[src/rtl/result_unloader_if.sv]
// Handshake/bus bundle for result_unloader: capture request, flat result matrix,
// and the element stream with its status flags.
`timescale 1ns/1ps
interface result_unloader_if #(
    parameter int W = 32,
    parameter int N = 3
);
    localparam int IW = (N > 1) ? $clog2(N) : 1;

    logic                  i_start;
    logic [2*W*N*N-1:0]    i_C;
    logic                  i_ready;
    logic                  o_valid;
    logic [2*W-1:0]        o_data;
    logic [IW-1:0]         o_row;
    logic [IW-1:0]         o_col;
    logic                  o_last;
    logic                  o_busy;
    logic                  o_done;
    logic                  o_overrun;

    modport slave (
        input  i_start, i_C, i_ready,
        output o_valid, o_data, o_row, o_col, o_last, o_busy, o_done, o_overrun
    );

    modport master (
        output i_start, i_C, i_ready,
        input  o_valid, o_data, o_row, o_col, o_last, o_busy, o_done, o_overrun
    );
endinterface

[src/rtl/result_unloader.sv]
// Captures an N x N matrix of 2W-bit results and streams it out one element per
// ready/valid transfer. Define UNLOADER_TRANSPOSE_EN for column-major order.
`timescale 1ns/1ps
module result_unloader #(
    parameter int W = 32,
    parameter int N = 3
) (
    input  logic              i_clk,
    input  logic              i_rst,
    result_unloader_if.slave  bus
);
    localparam int EW = 2 * W;
    localparam int NE = N * N;
    localparam int IW = (N > 1) ? $clog2(N) : 1;
    localparam int KW = (NE > 1) ? $clog2(NE) : 1;
    localparam logic [IW-1:0] LAST_POS = IW'(N - 1);

    typedef enum logic {
        IDLE,
        STREAM
    } state_t;

    state_t        state_q, state_d;
    logic [EW-1:0] buf_q [NE];
    logic [IW-1:0] row_q, row_d;
    logic [IW-1:0] col_q, col_d;
    logic          done_q, done_d;
    logic          overrun_q, overrun_d;
    logic          capture;
    logic          at_end;
    logic [KW-1:0] idx;

    always_comb begin
        at_end = (row_q == LAST_POS) && (col_q == LAST_POS);
        idx    = KW'(row_q) * KW'(N) + KW'(col_q);
    end

    always_ff @(posedge i_clk or posedge i_rst) begin
        if (i_rst) begin
            state_q   <= IDLE;
            row_q     <= '0;
            col_q     <= '0;
            done_q    <= 1'b0;
            overrun_q <= 1'b0;
        end else begin
            state_q   <= state_d;
            row_q     <= row_d;
            col_q     <= col_d;
            done_q    <= done_d;
            overrun_q <= overrun_d;
        end
    end

    // Buffer content is don't-care after reset, so it carries no reset branch.
    always_ff @(posedge i_clk) begin
        if (capture) begin
            for (int unsigned k = 0; k < NE; k++) begin
                buf_q[k] <= bus.i_C[k*EW +: EW];
            end
        end
    end

    always_comb begin
        state_d   = state_q;
        row_d     = row_q;
        col_d     = col_q;
        done_d    = 1'b0;
        overrun_d = overrun_q;
        capture   = 1'b0;
        case (state_q)
            IDLE: begin
                if (bus.i_start) begin
                    capture = 1'b1;
                    row_d   = '0;
                    col_d   = '0;
                    state_d = STREAM;
                end
            end
            STREAM: begin
                if (bus.i_start) begin
                    overrun_d = 1'b1;
                end
                if (bus.i_ready) begin
                    if (at_end) begin
                        state_d = IDLE;
                        row_d   = '0;
                        col_d   = '0;
                        done_d  = 1'b1;
                    end else begin
`ifdef UNLOADER_TRANSPOSE_EN
                        if (row_q == LAST_POS) begin
                            row_d = '0;
                            col_d = col_q + 1'b1;
                        end else begin
                            row_d = row_q + 1'b1;
                        end
`else
                        if (col_q == LAST_POS) begin
                            col_d = '0;
                            row_d = row_q + 1'b1;
                        end else begin
                            col_d = col_q + 1'b1;
                        end
`endif
                    end
                end
            end
        endcase
    end

    always_comb begin
        bus.o_busy    = (state_q == STREAM);
        bus.o_valid   = (state_q == STREAM);
        bus.o_last    = (state_q == STREAM) && at_end;
        bus.o_data    = (state_q == STREAM) ? buf_q[idx] : '0;
        bus.o_row     = row_q;
        bus.o_col     = col_q;
        bus.o_done    = done_q;
        bus.o_overrun = overrun_q;
    end
endmodule

[src/flat_wrapper.sv]
// flat-port wrapper written by rule: the top's interface ports become plain ports
module result_unloader_flat 
#(
    parameter int W = 32,
    parameter int N = 3
)
  (i_clk, i_rst, bus_i_start, bus_i_C, bus_i_ready, bus_o_valid, bus_o_data, bus_o_row, bus_o_col, bus_o_last, bus_o_busy, bus_o_done, bus_o_overrun);
  result_unloader_if #(.W(W), .N(N)) bus_i ();
  input  logic i_clk;
  input  logic i_rst;
  input wire logic [$bits(bus_i.i_start)-1:0] bus_i_start;
  input wire logic [$bits(bus_i.i_C)-1:0] bus_i_C;
  input wire logic [$bits(bus_i.i_ready)-1:0] bus_i_ready;
  output wire logic [$bits(bus_i.o_valid)-1:0] bus_o_valid;
  output wire logic [$bits(bus_i.o_data)-1:0] bus_o_data;
  output wire logic [$bits(bus_i.o_row)-1:0] bus_o_row;
  output wire logic [$bits(bus_i.o_col)-1:0] bus_o_col;
  output wire logic [$bits(bus_i.o_last)-1:0] bus_o_last;
  output wire logic [$bits(bus_i.o_busy)-1:0] bus_o_busy;
  output wire logic [$bits(bus_i.o_done)-1:0] bus_o_done;
  output wire logic [$bits(bus_i.o_overrun)-1:0] bus_o_overrun;
  assign bus_i.i_start = bus_i_start;
  assign bus_i.i_C = bus_i_C;
  assign bus_i.i_ready = bus_i_ready;
  assign bus_o_valid = bus_i.o_valid;
  assign bus_o_data = bus_i.o_data;
  assign bus_o_row = bus_i.o_row;
  assign bus_o_col = bus_i.o_col;
  assign bus_o_last = bus_i.o_last;
  assign bus_o_busy = bus_i.o_busy;
  assign bus_o_done = bus_i.o_done;
  assign bus_o_overrun = bus_i.o_overrun;
  result_unloader #(.W(W), .N(N)) u_core (.i_clk(i_clk), .i_rst(i_rst), .bus(bus_i));
endmodule
[config.mk]
export PLATFORM = sky130hd
export DESIGN_NAME = result_unloader_flat
export DESIGN_NICKNAME = d
export VERILOG_FILES = /design/src/rtl/result_unloader_if.sv /design/src/rtl/result_unloader.sv /design/src/flat_wrapper.sv
export SDC_FILE = /design/constraint.sdc
export NUM_CORES = 1
export LEC_CHECK = 0
export BUFFER_PORTS_ARGS = -buffer_cell sky130_fd_sc_hd__buf_2
export CORE_AREA = 3 3 252 254
export DETAILED_ROUTE_END_ITERATION = 16
export DIE_AREA = 0 0 255 257
export GPL_TIMING_DRIVEN = 0
export PLACE_DENSITY_LB_ADDON = 0.05
export SLEW_MARGIN = 10
export SYNTH_ARGS = -nofsm -noshare
export SYNTH_HDL_FRONTEND = slang
export SYNTH_SLANG_ARGS = --single-unit
[constraint.sdc]
create_clock -name i_clk -period 39.7 [get_ports i_clk]
set_input_delay 7.94 -clock i_clk [delete_from_list [all_inputs] [get_ports i_clk]]
set_output_delay 7.94 -clock i_clk [all_outputs]
set_load 0.1 [all_outputs]
======== Word level (Yosys, flattened, before mapping) ========
Memories as Yosys holds them, arrays and structs flattened.
Index checks and enable logic that the tools add are counted.
storage, ports and cells
  register bits ........................... 7
  RAM bits ................................ 576
  bits of input ports ..................... 580
  output and inout bits ................... 73
  logic and storage cells ................. 41
  memories ................................ 1
memory list
  name          words  bits a word  read ports  clocked after Yosys merged registers in  write ports  RTL line               RTL
  u_core.buf_q  9      64           1           0                                        9            result_unloader.sv:24  logic [EW-1:0] buf_q [NE];
operators by class
  $add $sub $neg .......................... 3
  multipliers ............................. 1
  eq/ne operators ......................... 5
  muxes and demuxes ....................... 20
  bitwise operators ....................... 1
  reductions and logical operators ........ 5
operators with widths
  operator               count
  $mux W64               1
  $mux W2                7
  $mux W1                9
  $pmux W2 S2            2
  $add A2 B1 Y2 const B  2
  $add A4 B2 Y4          1
  $eq A2 B2 Y1 const B   2
  $mul A2 B2 Y4 const B  1
  $ne A2 B2 Y1 const B   2
  $reduce_and A2 Y1      2
  $ne A3 B3 Y1 const B   1
  $reduce_and A3 Y1      1
  $logic_and A1 B1 Y1    2
  $pmux W1 S2            1
  $not A1 Y1             1

======== Depth between registers and ports, before layout ========
Gate-level depths: netlist of run 1.
  depth after elaboration ................. 5
  gate-level depth with buffers ........... 11
  mapped depth without buffers ............ 9

======== Least setup slack after synthesis of run 1 ========
Ideal clock, no wire load.
  kind .................................... input -> register
  start point ............................. in bus_i_start
  end point ............................... mem u_core.buf_q[0][0] (netlist bit) (enable)
  setup time .............................. 0.922 ns
  arrival ................................. 19.136 ns
  data required time ...................... 38.778 ns
  path slack .............................. 19.641 ns
  stages .................................. 2
  path buffers ............................ 0
  path through ............................ nand2b_1 > inv_1
RTL lines
  element             RTL line               RTL
  start: declaration  flat_wrapper.sv:11     input wire logic [$bits(bus_i.i_start)-1:0] bus_i_start;
  end: declaration    result_unloader.sv:24

======== Worst setup path after layout of run 1 ========
  start point ............................. reg u_core.row_q[0], in the netlist u_core.bus.o_row[0]
  end point ............................... out bus_o_data[48]
on the way
  longest elaborated chain between the ends .. 4
ends and longest elaborated chain
  element                   RTL line                RTL
  start: declaration        result_unloader.sv:25   logic [IW-1:0] row_q, row_d;
  start signal: assignment  result_unloader.sv:47   row_q <= row_d;
  $mul A2 B2 Y4             result_unloader.sv:35   idx = KW'(row_q) * KW'(N) + KW'(col_q);
  $add A4 B2 Y4             result_unloader.sv:35
  $mem_v2 Z9 W64            --
  $mux W64                  result_unloader.sv:115  bus.o_data = (state_q == STREAM) ? buf_q[idx] : '0;
  end: declaration          flat_wrapper.sv:15      output wire logic [$bits(bus_i.o_data)-1:0] bus_o_data;
Every way passes these cells.

==> results of run 1 <==
-- cells by family (layout without fill, tap and decap cells) --
| family | count (synthesis) | in the layout | share of synthesized area |
|---|---|---|---|
| buffers and inverters | 87 | 859 | 0.0249 |
| other | 0 | 30 | 0 |
| DFF | 583 | 583 | 0.766 |
| adders and majority gates | 5 | 5 | 0.00340 |
| muxes | 258 | 258 | 0.113 |
| AOI/OAI and AO/OA | 260 | 260 | 0.0786 |
| and+or+nand+nor | 78 | 78 | 0.0138 |
-- registers in the layout, indices dropped and copies added, names as in the netlist --
signal	cells
u_core.bus.o_overrun	1
u_core.bus.o_done	1
u_core.buf_q	576
u_core.bus.o_col	2
u_core.bus.o_busy	1
u_core.bus.o_row	2
-- worst max-delay path, stage by stage, from the launching register on --
cell and delay, ns:
dfrtp_1 0.44, inv_1 0.11, fa_1 0.51, inv_1 0.05
ha_1 0.17, inv_1 0.07, fa_1 0.46, nand2_1 0.52
clkbuf_1 0.81, o22ai_1 0.26, o31a_1 0.38, buf_2 0.31
-- stage by stage --
| step | utilization | cell area [sq um] | hold WS [ns] | instances |
|---|---|---|---|---|
| 5_1_grt | 0.475 | 29200 | 0.485 | 2851 |
| 3_5_place_dp | 0.442 | 27200 | 0.458 | 2718 |
| 4_1_cts | 0.475 | 29200 | 0.470 | 2833 |
| 2_1_floorplan | - | 22800 | 1.02 | 1271 |
| 6_report | 0.476 | 29300 | 0.463 | 2863 |
| 3_3_place_gp | 0.440 | 27100 | 0.436 | 2713 |
-- layer usage --
metal | vias up | share of wire | wire length (um) | global-route usage
met1 | 6868 | 0.38 | 28500 | 0.261
met2 | 492 | 0.51 | 38300 | 0.387
li1 | 6544 | - | - | -
met3 | 163 | 0.082 | 6220 | 0.0774
met5 | - | 0.0046 | 347 | 0
met4 | 52 | 0.029 | 2180 | 0.0803
-- path summary, 6_finish.rpt --
| path | startpoint | endpoint | slack, ns | depth (start not counted) |
|---|---|---|---|---|
| min in group asynchronous | i_rst | u_core.bus.o_done | 7.30 | 2 |
| min reg2reg | u_core.bus.o_overrun | u_core.bus.o_overrun | 0.46 | 1 |
| max | u_core.bus.o_row[0] | bus_o_data[48] | 27.09 | 11 |
| max in group asynchronous | i_rst | u_core.bus.o_row[0] | 32.19 | 2 |
| min | u_core.bus.o_overrun | u_core.bus.o_overrun | 0.46 | 1 |
| max reg2reg | u_core.bus.o_busy | u_core.buf_q[2][28] | 36.08 | 7 |
-- placed cells by master (no fill, tap or decap), types with 3 or more instances in the layout --
master / Yosys / final
buf_16: 0 / 5
buf_2: 16 / 668
buf_4: 3 / 3
buf_6: 28 / 28
clkbuf_1: 32 / 54
clkbuf_16: 0 / 71
clkinv_1: 0 / 11
clkinv_2: 0 / 9
dfrtp_1: 7 / 7
diode_2: 0 / 30
edfxtp_1: 576 / 576
ha_1: 3 / 3
inv_1: 8 / 7
mux2i_1: 257 / 257
nand2b_1: 3 / 3
nor2_1: 67 / 67
o21a_1: 64 / 64
o21ai_0: 64 / 64
o22ai_1: 64 / 64
o31a_1: 64 / 64
-- area by class of cell --
cell class / count / share of cell area
clock buffer: 93 / 0.0635
timing repair buffer: 657 / 0.116
sequential: 583 / 0.597
inverter: 8 / 0.00128
antenna: 30 / 0.00257
multi-input combinational: 601 / 0.163
clock inverter: 22 / 0.00428
tap: 790 / 0.0338
buffer: 79 / 0.0184
==> flow_summary_export.csv, run 1 <==
group,metric,value,unit
clock_network,cts_setup_buffers,0,
floorplan,fp-row-count,91,
global_routing,grt-ovfl-total,0,
clock_network,ctsResizeCount,0,
clock_network,cts_root_buf,"clkbuf_16",
floorplan,die_y,257,um
run,cap_violations,0,
floorplan,die-area,0.0655,sq mm
clock_network,htreeDepth,3,
worst_setup_path,arrival,4.67,ns
clock_network,cts.reportedPaths.clkPinSlew,0.05,ns
routing,first_pass_iters,4,
routing,vias,14100,
logic_synthesis,yosys.area.top_type,"edfxtp_1",
floorplan,core_area,0.0615,sq mm
placement,preCtsSetupSlack,27.62,ns
logic_synthesis,yosys-top-cells-area,"edfxtp_1 76%, mux2i_1 11%, o31a_1 2.5%, o21a_1 2.1%, o22ai_1 1.8%",
worst_setup_path,cp_data_required_time,31.76,ns
floorplan,start_util,0.371,
sta,timing_hold_violations_final,0,
final_layout,multi_input_area,0.00477,sq mm
logic_synthesis,syn_area_per_cell,17.9,sq um
sta,setup_tns,0,ns
worst_setup_path,critPathLaunchType,"register",
sta,setup_ws,27.09,ns
placement,dp_hpwl,55700,um
floorplan,io_pins,653,
clock_network,postCtsHoldBufs,0,
final_layout,nets,2583,
sta,rsz0062_at_grt,"no",
placement,gp_routability_congestion,0.796,
global_routing,grt_max_degree,122,
global_routing,grt_pass1_vias,14900,
final_layout,syn_to_final_growth,28.3,%
logic_synthesis,synthFlopType,"edfxtp_1",
clock_network,cts_tree,"yes",
global_routing,grt_pass1_wl,104000,um
worst_setup_path,endpoint_kind,"output pin",
logic_synthesis,synth_nets,1856,
final_layout,drive_above_1_share,0.386,
worst_setup_path,path_class,"register to output pin",
routing,first_iter_violations,878,
logic_synthesis,synthArstFlopShare,0.0120,
clock_network,insertion_delay,0.58,ns
logic_synthesis,netlist.area_leader.share,0.758,
status,outcome,"finished clean",
floorplan,dieWidth,255,um
sta,finalSetupViolations,0,
sta,drv_slew,0,
logic_synthesis,synth_common_cells,"576 x edfxtp_1, 257 x mux2i_1, 67 x nor2_1",
global_routing,antenna_found_initial,56,
routing,vias_per_cell,4.93,
logic_synthesis,synth_cells,1271,
logic_synthesis,synth_edf_count,576,
logic_synthesis,synth_most_common_cell,"edfxtp_1",
clock_network,clk_path_buf_depth,3,
sta,period_needed,12.61,ns
logic_synthesis,yosysSeqAreaShare,0.766,
clock_network,cts_buffers,68,
final_layout,fill_cells,5548,
routing,totalWireLength,75500,um
clock_network,cts.sinks,583,
sta,fmax,79.3,MHz
sta,slew_headroom,0.332,
routing,antenna_left,0,
sta,timing.final.crit_share,0.318,
logic_synthesis,yosysWarnings,0,
logic_synthesis,ys_types,26,
logic_synthesis,syn-cell-area,0.0228,sq mm
logic_synthesis,synth-seq-cells,583,
worst_setup_path,path_max_fanout,10,
sta,worstMarginPinSlew,1.00,ns
final_layout,seqCellArea,0.0175,sq mm
sta,skew,0.0136,ns
hold_path,hold_class,"register to register",
placement,portBuffers,652,
routing,drt-wirelength-per-cell,26.4,um
routing,drc,0,
global_routing,grt_usage,0.225,
Power of run 1 is left out: the tool's default activity adds up to more than one toggle a clock period on the data nets, which glitch-free logic cannot reach.
==> run 2: changes to the inputs <==
Settings changed: CORE_AREA 3 3 252 254 to default, CORE_ASPECT_RATIO from default to 0.5, CORE_MARGIN from default to 3, CORE_UTILIZATION from default to 47, DIE_AREA 0 0 255 257 to default.
Clock period 39.7 ns to 11.5 ns, I/O delays scaled along.
==> flow_summary_export.csv, run 2 (synthesis results as in run 1) <==
group,metric,value,unit
worst_setup_path,r2r_start,"u_core.bus.o_busy",
worst_setup_path,path_cells,"inv_1 > fa_1 > inv_1 > ha_1 > inv_1 > fa_1 > nand2_1 > clkbuf_1 > o22ai_1 > o31a_1 > buf_2",
final_layout,fill_cells,3817,
global_routing,grt_usage,0.251,
final_layout,layout_commonest_cell,"buf_2",
routing,vias,14100,
worst_setup_path,arrival,4.52,ns
worst_setup_path,cp_top_family,"buffers and inverters",
clock_network,cts_setup_buffers,0,
floorplan,die-area,0.0514,sq mm
routing,totalWireLength,66200,um
floorplan,fp-row-count,56,
final_layout,nets,2579,
final_layout,multi_input_area,0.00477,sq mm
sta,drv_slew,0,
worst_setup_path,worstReg2RegEnd,"u_core.buf_q[2][16]",
worst_setup_path,endpoint_kind,"output pin",
clock_network,htreeDepth,2,
final_layout,largest_reg_flops,576,
sta,fmax,147,MHz
floorplan,die_y,162,um
placement,gp_routability_congestion,0.799,
final_layout,drive_above_1_share,0.389,
global_routing,antenna_found_initial,37,
global_routing,grt_max_degree,41,
worst_setup_path,r2r_cells,8,
hold_path,hold_path_depth,1,
floorplan,dieWidth,318,um
routing,first_iter_violations,1031,
clock_network,postCtsHoldBufs,0,
routing,drc,0,
floorplan,core_area,0.0474,sq mm
worst_setup_path,cp_num_buf_inv,5,
final_layout,final_cell_mix,"668 x buf_2, 576 x edfxtp_1, 257 x mux2i_1",
sta,rsz0062_at_grt,"no",
clock_network,cts_tree,"yes",
worst_setup_path,critPathLaunchType,"register",
status,outcome,"finished clean",
hold_path,hold_start,"u_core.bus.o_overrun",
hold_path,hold_class,"register to register",
placement,dp_cells,2578,
sta,holdWs,0.467,ns
worst_setup_path,cp_slowest_cell,"clkbuf_1",
clock_network,clk_path_buf_depth,3,
clock_network,ctsResizeCount,0,
routing,vias_per_cell,5.21,
final_layout,syn_to_final_growth,26.8,%
worst_setup_path,cp_common_cell,"inv_1",
clock_network,insertion_delay,0.60,ns
sta,worstMarginPinSlew,0.911,ns
sta,finalSetupViolations,0,
final_layout,finalNonFillerCells,2707,
run,cap_violations,0,
sta,timing.final.crit_share,0.593,
floorplan,io_pins,653,
worst_setup_path,cp_data_required_time,9.20,ns
sta,period_needed,6.82,ns
worst_setup_path,rrSetupSlack,8.64,ns
hold_path,whs_endpoint,"u_core.bus.o_overrun",
clock_network,cts.sinks,583,
floorplan,start_util,0.482,
final_layout,regMostFlops,"u_core.buf_q",
worst_setup_path,path_max_fanout,10,
routing,first_pass_iters,5,
clock_network,cts_buffers,52,
sta,timing_hold_violations_final,0,
sta,skew,0.0166,ns
global_routing,grt_pass1_wl,93800,um
placement,dp_hpwl,48300,um
clock_network,cts.reportedPaths.clkPinSlew,0.06,ns
clock_network,cts_root_buf,"clkbuf_16",
worst_setup_path,max_stage_delay,0.75,ns
worst_setup_path,path_class,"register to output pin",
routing,drt-wirelength-per-cell,24.5,um
placement,portBuffers,652,
final_layout,seqCellArea,0.0175,sq mm
routing,antenna_left,0,
global_routing,grt_pass1_vias,14800,
sta,slew_headroom,0.393,
global_routing,grt-ovfl-total,0,
==> run 2: worst max-delay path by stage <==
stage | startpoint | slack [ns] | cells past startpoint | end
3_5_place_dp | u_core.bus.o_col[1] | 5.31 | 11 | bus_o_data[48]
4_1_cts | u_core.bus.o_col[1] | 4.65 | 11 | bus_o_data[48]
3_3_place_gp | bus_i_start | -3.83 | 3 | u_core.buf_q[2][18]
6_report | u_core.bus.o_col[1] | 4.68 | 11 | bus_o_data[61]
2_1_floorplan | bus_i_start | 0.01 | 2 | u_core.buf_q[0][0]
5_1_grt | u_core.bus.o_col[1] | 4.44 | 11 | bus_o_data[48]
==> run 2: layout make-up <==
cell class / count / area share
inverters: 8 / 0.00117
clock buffers: 70 / 0.0491
flip-flops and latches: 583 / 0.604
plain buffers: 79 / 0.0186
clock inverters: 25 / 0.00709
well taps: 638 / 0.0276
diodes: 34 / 0.00294
multi-input cells: 601 / 0.165
repair buffers: 669 / 0.125
==> run 2: through the flow <==
step / instance area [sq um] / util / setup slack [ns] / setup TNS (ns)
after floorplan: 22800 / - / 0.0141 / 0
after global placement: 26900 / 0.567 / -3.83 / -2172.51
after detailed placement: 27200 / 0.575 / 5.31 / 0
after CTS: 28800 / 0.609 / 4.65 / 0
after global routing: 28900 / 0.611 / 4.44 / 0
final: 28900 / 0.611 / 4.68 / 0
==> run 2: metal layers <==
layer	vias up	GRT usage	wire length, um	part of all wire
met1	7010	0.295	25100	0.38
met4	8	0.109	2170	0.033
met5	-	0	49	0.00074
li1	6539	-	-	-
met2	429	0.449	35400	0.53
met3	127	0.0530	3530	0.053
Power of run 2 is left out for the same reason.
